`src/rtl/bit_serializer.sv`:
```
// Parallel-to-serial front end: one-entry holding register feeding a shift register,
// with an optional en-qualified idle gap between words.
module bit_serializer #(
    parameter int unsigned WIDTH     = 8,
    parameter int unsigned LSB_FIRST = 0,
    parameter int unsigned GAP       = 0
) (
    input  logic             clk,
    input  logic             rst,
    input  logic             in_valid,
    output logic             in_ready,
    input  logic [WIDTH-1:0] in_data,
    input  logic             en,
    output logic             dout,
    output logic             dout_valid,
    output logic             busy,
    output logic             word_done
);

    localparam int unsigned     CntW    = $clog2(WIDTH);
    localparam logic [CntW-1:0] BitLast = CntW'(WIDTH - 1);
    localparam logic [7:0]      GapLast = (GAP > 0) ? 8'(GAP - 1) : 8'd0;

    typedef enum logic [1:0] {
        StIdle  = 2'b00,
        StShift = 2'b01,
        StGap   = 2'b10
    } state_e;

    state_e            state_q, state_d;
    logic              hold_full_q, hold_full_d;
    logic [WIDTH-1:0]  hold_data_q, hold_data_d;
    logic [WIDTH-1:0]  shreg_q, shreg_d;
    logic [CntW-1:0]   bit_cnt_q, bit_cnt_d;
    logic [7:0]        gap_cnt_q, gap_cnt_d;
    logic              word_done_q, word_done_d;
    logic              accept;
    logic              load;

    assign accept = in_valid & in_ready;

    always_comb begin
        state_d     = state_q;
        hold_full_d = hold_full_q;
        hold_data_d = hold_data_q;
        shreg_d     = shreg_q;
        bit_cnt_d   = bit_cnt_q;
        gap_cnt_d   = gap_cnt_q;
        word_done_d = 1'b0;
        load        = 1'b0;

        // Accept is only possible while empty, so it never collides with a load.
        if (accept) begin
            hold_full_d = 1'b1;
            hold_data_d = in_data;
        end

        case (state_q)
            StIdle: begin
                if (en && hold_full_q) load = 1'b1;
            end
            StShift: begin
                if (en) begin
                    if (bit_cnt_q < BitLast) begin
                        shreg_d   = (LSB_FIRST != 0) ? {1'b0, shreg_q[WIDTH-1:1]}
                                                     : {shreg_q[WIDTH-2:0], 1'b0};
                        bit_cnt_d = bit_cnt_q + 1'b1;
                    end else begin
                        word_done_d = 1'b1;
                        if (GAP > 0) begin
                            state_d   = StGap;
                            gap_cnt_d = 8'd0;
                        end else if (hold_full_q) begin
                            load = 1'b1;
                        end else begin
                            state_d = StIdle;
                        end
                    end
                end
            end
            StGap: begin
                if (en) begin
                    if (gap_cnt_q < GapLast) begin
                        gap_cnt_d = gap_cnt_q + 8'd1;
                    end else if (hold_full_q) begin
                        load = 1'b1;
                    end else begin
                        state_d = StIdle;
                    end
                end
            end
            default: state_d = StIdle;
        endcase

        if (load) begin
            shreg_d     = hold_data_q;
            bit_cnt_d   = '0;
            hold_full_d = 1'b0;
            state_d     = StShift;
        end
    end

    always_ff @(posedge clk or posedge rst) begin
        if (rst) begin
            state_q     <= StIdle;
            hold_full_q <= 1'b0;
            hold_data_q <= '0;
            shreg_q     <= '0;
            bit_cnt_q   <= '0;
            gap_cnt_q   <= 8'd0;
            word_done_q <= 1'b0;
        end else begin
            state_q     <= state_d;
            hold_full_q <= hold_full_d;
            hold_data_q <= hold_data_d;
            shreg_q     <= shreg_d;
            bit_cnt_q   <= bit_cnt_d;
            gap_cnt_q   <= gap_cnt_d;
            word_done_q <= word_done_d;
        end
    end

    always_comb begin
        in_ready   = ~rst & ~hold_full_q;
        dout_valid = (state_q == StShift);
        dout       = 1'b0;
        if (state_q == StShift) begin
            dout = (LSB_FIRST != 0) ? shreg_q[0] : shreg_q[WIDTH-1];
        end
        busy      = (state_q != StIdle) | hold_full_q;
        word_done = word_done_q;
    end

endmodule

```
`config.mk`:
```
export PLATFORM = sky130hd
export DESIGN_NAME = bit_serializer
export DESIGN_NICKNAME = d
export VERILOG_FILES = /design/src/rtl/bit_serializer.sv
export SDC_FILE = /design/constraint.sdc
export NUM_CORES = 1
export LEC_CHECK = 0
export CORE_MARGIN = 3
export CORE_UTILIZATION = 56
export DETAILED_ROUTE_END_ITERATION = 8
export GPL_ROUTABILITY_DRIVEN = 0
export PLACE_DENSITY = 0.93
export SLEW_MARGIN = 20
export SYNTH_ARGS = -nofsm -noshare
export SYNTH_HDL_FRONTEND = slang
export SYNTH_SLANG_ARGS = --single-unit
```
`constraint.sdc`:
```
create_clock -name clk -period 4.7 [get_ports clk]
set_clock_uncertainty 0.2 [all_clocks]
set_input_delay 0.47 -clock clk [delete_from_list [all_inputs] [get_ports clk]]
set_output_delay 0.47 -clock clk [all_outputs]
set_load 0.02 [all_outputs]
```
Yosys cells after proc, flatten, opt, wreduce, memory -nomap -nowiden
Index checks and enable logic that the tools add are counted.
- word-level logic and storage cells: 61
- bits in registers: 31
- input port bits: 12
- output and inout bits: 5
- order comparisons: 2
- $add $sub $neg: 2
- mux-type cells: 28
- bitwise operators: 5
- equal/unequal tests: 7
- reduce and logical (&&, ||, !) cells: 10
- operators by type and width (operator ; number):
    $mux 8 ; 4
    $mux 1 ; 12
    $mux 2 ; 6
    $mux 3 ; 4
    $reduce_bool 2->1 ; 5
    $ne 3x3->1 const B ; 3
    $add 8x1->8 const B ; 1
    $lt 8x1->1 const B ; 1
    $pmux 2 s3 ; 1
    $reduce_and 3->1 ; 2
    $reduce_and 5->1 ; 1
    $add 3x1->3 const B ; 1
    $lt 3x3->1 const B ; 1
    $ne 3x2->1 const B ; 1
    $pmux 1 s3 ; 1
    $and 1x1->1 ; 2
    $eq 2x1->1 const B ; 1
    $eq 2x2->1 const B ; 1
    $logic_not 2->1 ; 1
    $ne 2x2->1 const B ; 1
    $not 1->1 ; 2
    $logic_and 1x1->1 ; 1
    $or 1x1->1 ; 1

Depth between registers and ports, before layout
- depth after elaboration: 6
- mapped depth: 5
- mapped depth without buffers: 4

Worst setup path after synthesis
OpenSTA, ideal clock, no wires.
- path type: in2reg
- start: input rst
- end: register hold_data_q[0]
- stages: 4
- path slack: 2.908 ns
- arrival time: 1.467 ns
- buffers on the path: 1
- cell sequence: nor2_1 > and2_1 > buf_2 > mux2_2
- word-level cells in the longest chain between the ends: 3
- RTL lines (item ; RTL line ; text):
    from (decl) ; 9 ; input logic rst,
    $not 1->1 ; 124 ; in_ready = ~rst & ~hold_full_q;
    $and 1x1->1 ; 124 ;
    $and 1x1->1 ; 40 ; assign accept = in_valid & in_ready;
    to (signal assigned) ; 115 ; hold_data_q <= hold_data_d;
    to (decl) ; 32 ; logic [WIDTH-1:0] hold_data_q, hold_data_d;
No other way between the ends.
A chain may end at the register's enable or synchronous reset.

Worst setup path after layout
- start: register state_q[0]
- end: output busy
- word-level cells in the longest chain between the ends: 2
- RTL lines (item ; RTL line ; text):
    from (decl) ; 30 ; state_e state_q, state_d;
    from (signal assigned) ; 105 ; state_q <= StIdle;
    from (signal assigned) ; 113 ; state_q <= state_d;
    $reduce_bool 2->1 ; 130 ; busy = (state_q != StIdle) | hold_full_q;
    $or 1x1->1 ; 130 ;
    to (decl) ; 16 ; output logic busy,
No other way between the ends.

==> impl_metrics.ini <==
[synthesis]
synth_common_cells = dfrtp_1 (22), o21ai_0 (11), mux2_2 (8)
synth_compound_area_frac = 0.241
ys.flop_type = dfrtp_1
synth_seq_area_share = 0.499
ys_warn_count = 0
syn-cell-area_mm2 = 0.00110
synth_enable_flop_cells = 0
synthMostInstantiatedCell = dfrtp_1
synth_nets = 114
synth_xor_area_frac = 0
synthMuxAreaShare = 0.0817
synth_seq_cells = 22
synth_top_family_by_area = compound AO/OA/AOI/OAI gates
synth_area_leaders = dfrtp_1 (50%), mux2_2 (8.2%), o21ai_0 (5.0%)
synth_area_leader_cell = dfrtp_1
synthArstFlopShare = 1.00
yosys.area_share.simple = 0.112
synth_adder_area_share = 0.0114
yosysUniqueCellTypes = 30
syn_inst = 101
syn_avg_cell_area_um2 = 10.9
yosys.area.top_type_share = 0.499

[timing]
slew_headroom = 0.474
fmax_ghz = 0.408
fin_ws_ns = 2.25
worst-slew-pin-transition_ns = 0.788
setup_tns_ns = 0
setup_viol_count_final = 0
hold_viol = 0
holdWs_ns = 0.330
grt_setup_unrepaired = false
finalCritPeriodShare = 0.521
post-route-min-period_ns = 2.45
maxSlewViolCount = 0

[grt]
gr-max-usage-layer = met2
track_usage = 0.196
grt_max_degree = 23
grt_util_met1 = 0.230
grtUsageMet2 = 0.333
overflow = 0
grt_pass1_vias = 871
met3_usage = 0.0623
grt_pass1_wl_mm = 3.80
antenna_found_initial = 0

[status]
outcome = finished clean

[clock_network]
clock_path_buffers = 2
tritoncts = done
cts-root-buf = clkbuf_4
cts_resized = 0
postCtsHoldBufs = 0
insertion_delay_ns = 0.32
path_clk_slew_ns = 0.13
cts_max_level = 1
cts.sinks = 22
cts_buffers = 3
postCtsSetupRepairBufs = 0

[setup_path]
slowest_delay_ns = 0.58
crit_chain = or2_2, clkdlybuf4s50_1
worstSetupStartpointType = register
cp-end-kind = primary output
crit_cells = 2
path_class = register to primary output
r2r_slack_ns = 2.59
cp_slowest_cell = dfrtp_1
worstPathRequired_ns = 4.03
cp_num_buf_inv = 1
r2r_cells = 3
rr_startpoint = state_q[0]$_DFFE_PP0P_
critPathTopFamily = flip-flops
path_max_fanout = 14
reg2reg_to = shreg_q[7]$_DFFE_PP0P_
cp.arrival_ns = 1.78

[route]
routedWlPerCell_um = 16.0
postRouteAntennaNets = 0
drt-pass1-iter-count = 4
via_count = 892
wl_mm = 2.22
vias_per_cell = 6.42
drc = 0
drtIter0Drc = 44

[floorplanning]
core_area_mm2 = 0.00178
die_height_um = 50.4
die_width_um = 50.4
ios = 17
rows = 15
initial_utilization = 0.618
die-area_mm2 = 0.00254

[placed_design]
pre_cts_slack_ns = 1.99
hpwlAfterDp_mm = 1.52
port_buffers = 16
placed_cells = 135

[power]
ir_drop_uv = 362
p_leak_uw = 0.000552
p_per_area_mw_per_mm2 = 622

[hold_path]
whs_endpoint = hold_data_q[0]$_DFFE_PP0P_
hold_depth = 1
hp-class = register to register
hold_start = hold_data_q[0]$_DFFE_PP0P_

[final_layout]
drive_above_1_share = 0.149
final_cells = 139
antenna_cells = 0
nets = 128
syn2layout_area_growth_pct = 18.0
nFillCells = 124

[job]
max_cap_viol_count = 0
[flip-flops by register name, indices dropped and copies added (netlist names)]
register	cells
shreg_q	8
hold_full_q	1
hold_data_q	8
state_q	1
bit_cnt_q	3
word_done	1
[metrics by stage]
stage,utilization,power (uW),instance area (um^2)
finish,0.730,810,1300
global route,0.730,862,1300
CTS,0.730,808,1300
detailed placement,0.700,664,1250
global placement,0.700,646,1250
floorplan,-,580,1100
[cell families (layout without fill, tap and decap cells)]
| group | count (synthesis) | count (layout) |
|---|---|---|
| AO/OA/AOI/OAI | 36 | 36 |
| AND/OR/NAND/NOR | 23 | 23 |
| flip-flops | 22 | 22 |
| buffers and inverters | 11 | 24 |
| multiplexers | 8 | 8 |
| adder cells (fa/ha/maj) | 1 | 1 |
[worst max path at each step]
stage	from	end	slack (ns)
2_1_floorplan	rst	hold_data_q[0]$_DFFE_PP0P_	2.91
3_3_place_gp	en	bit_cnt_q[2]$_DFFE_PP0P_	2.13
3_5_place_dp	en	bit_cnt_q[2]$_DFFE_PP0P_	1.99
4_1_cts	state_q[0]$_DFFE_PP0P_	busy	2.27
5_1_grt	en	shreg_q[5]$_DFFE_PP0P_	2.18
6_report	state_q[0]$_DFFE_PP0P_	busy	2.25
[final cells by class]
cell class | count | area, um^2 | area share
flip-flops and latches | 22 | 551 | 0.423
multi-input cells | 68 | 492 | 0.378
repair buffers | 16 | 160 | 0.123
well taps | 25 | 31.3 | 0.0240
clock inverters | 1 | 30.0 | 0.0231
clock buffers | 3 | 22.5 | 0.0173
inverters | 4 | 15.0 | 0.0115
[where the power goes]
part	internal, uW	switching (uW)	leakage, uW
Clock	86.3	58.3	0.0000279
Sequential	272	85.0	0.000272
Combinational	160	149	0.000252
Total	518	292	0.000552
[worst reg2reg max path, cell delays in order (launching register included)]
cell and delay, ns:
dfrtp_1 0.58, o21ai_0 0.62, or2_1 0.42, o31ai_1 0.15
[routing by layer]
layer | up-vias | wire [um] | share of wire
met2 | 50 | 1100 | 0.49
met1 | 433 | 903 | 0.41
met4 | 0 | 40 | 0.018
met5 | - | 0 | 0
met3 | 6 | 179 | 0.081
li1 | 403 | - | -
[layout by cell type (no fill, tap or decap)]
| master | instances |
|---|---|
| a211oi_1 | 1 |
| a21o_1 | 7 |
| a21o_2 | 1 |
| a221oi_2 | 1 |
| a22o_2 | 1 |
| a32o_1 | 1 |
| and2_1 | 2 |
| and2_2 | 1 |
| and3_1 | 1 |
| and4b_1 | 1 |
| bufinv_16 | 1 |
| clkbuf_4 | 3 |
| clkdlybuf4s50_1 | 16 |
| dfrtp_1 | 22 |
| ha_1 | 1 |
| inv_1 | 4 |
| mux2_2 | 8 |
| nand2_1 | 4 |
| nand3_1 | 1 |
| nand3b_1 | 1 |
| nor2_1 | 3 |
| nor2b_1 | 1 |
| nor3_1 | 6 |
| o21ai_0 | 11 |
| o221ai_1 | 6 |
| o2bb2ai_1 | 1 |
| o31ai_1 | 6 |
| or2_1 | 1 |
| or2_2 | 1 |
Note: power is estimated with default switching activity, not from simulation.
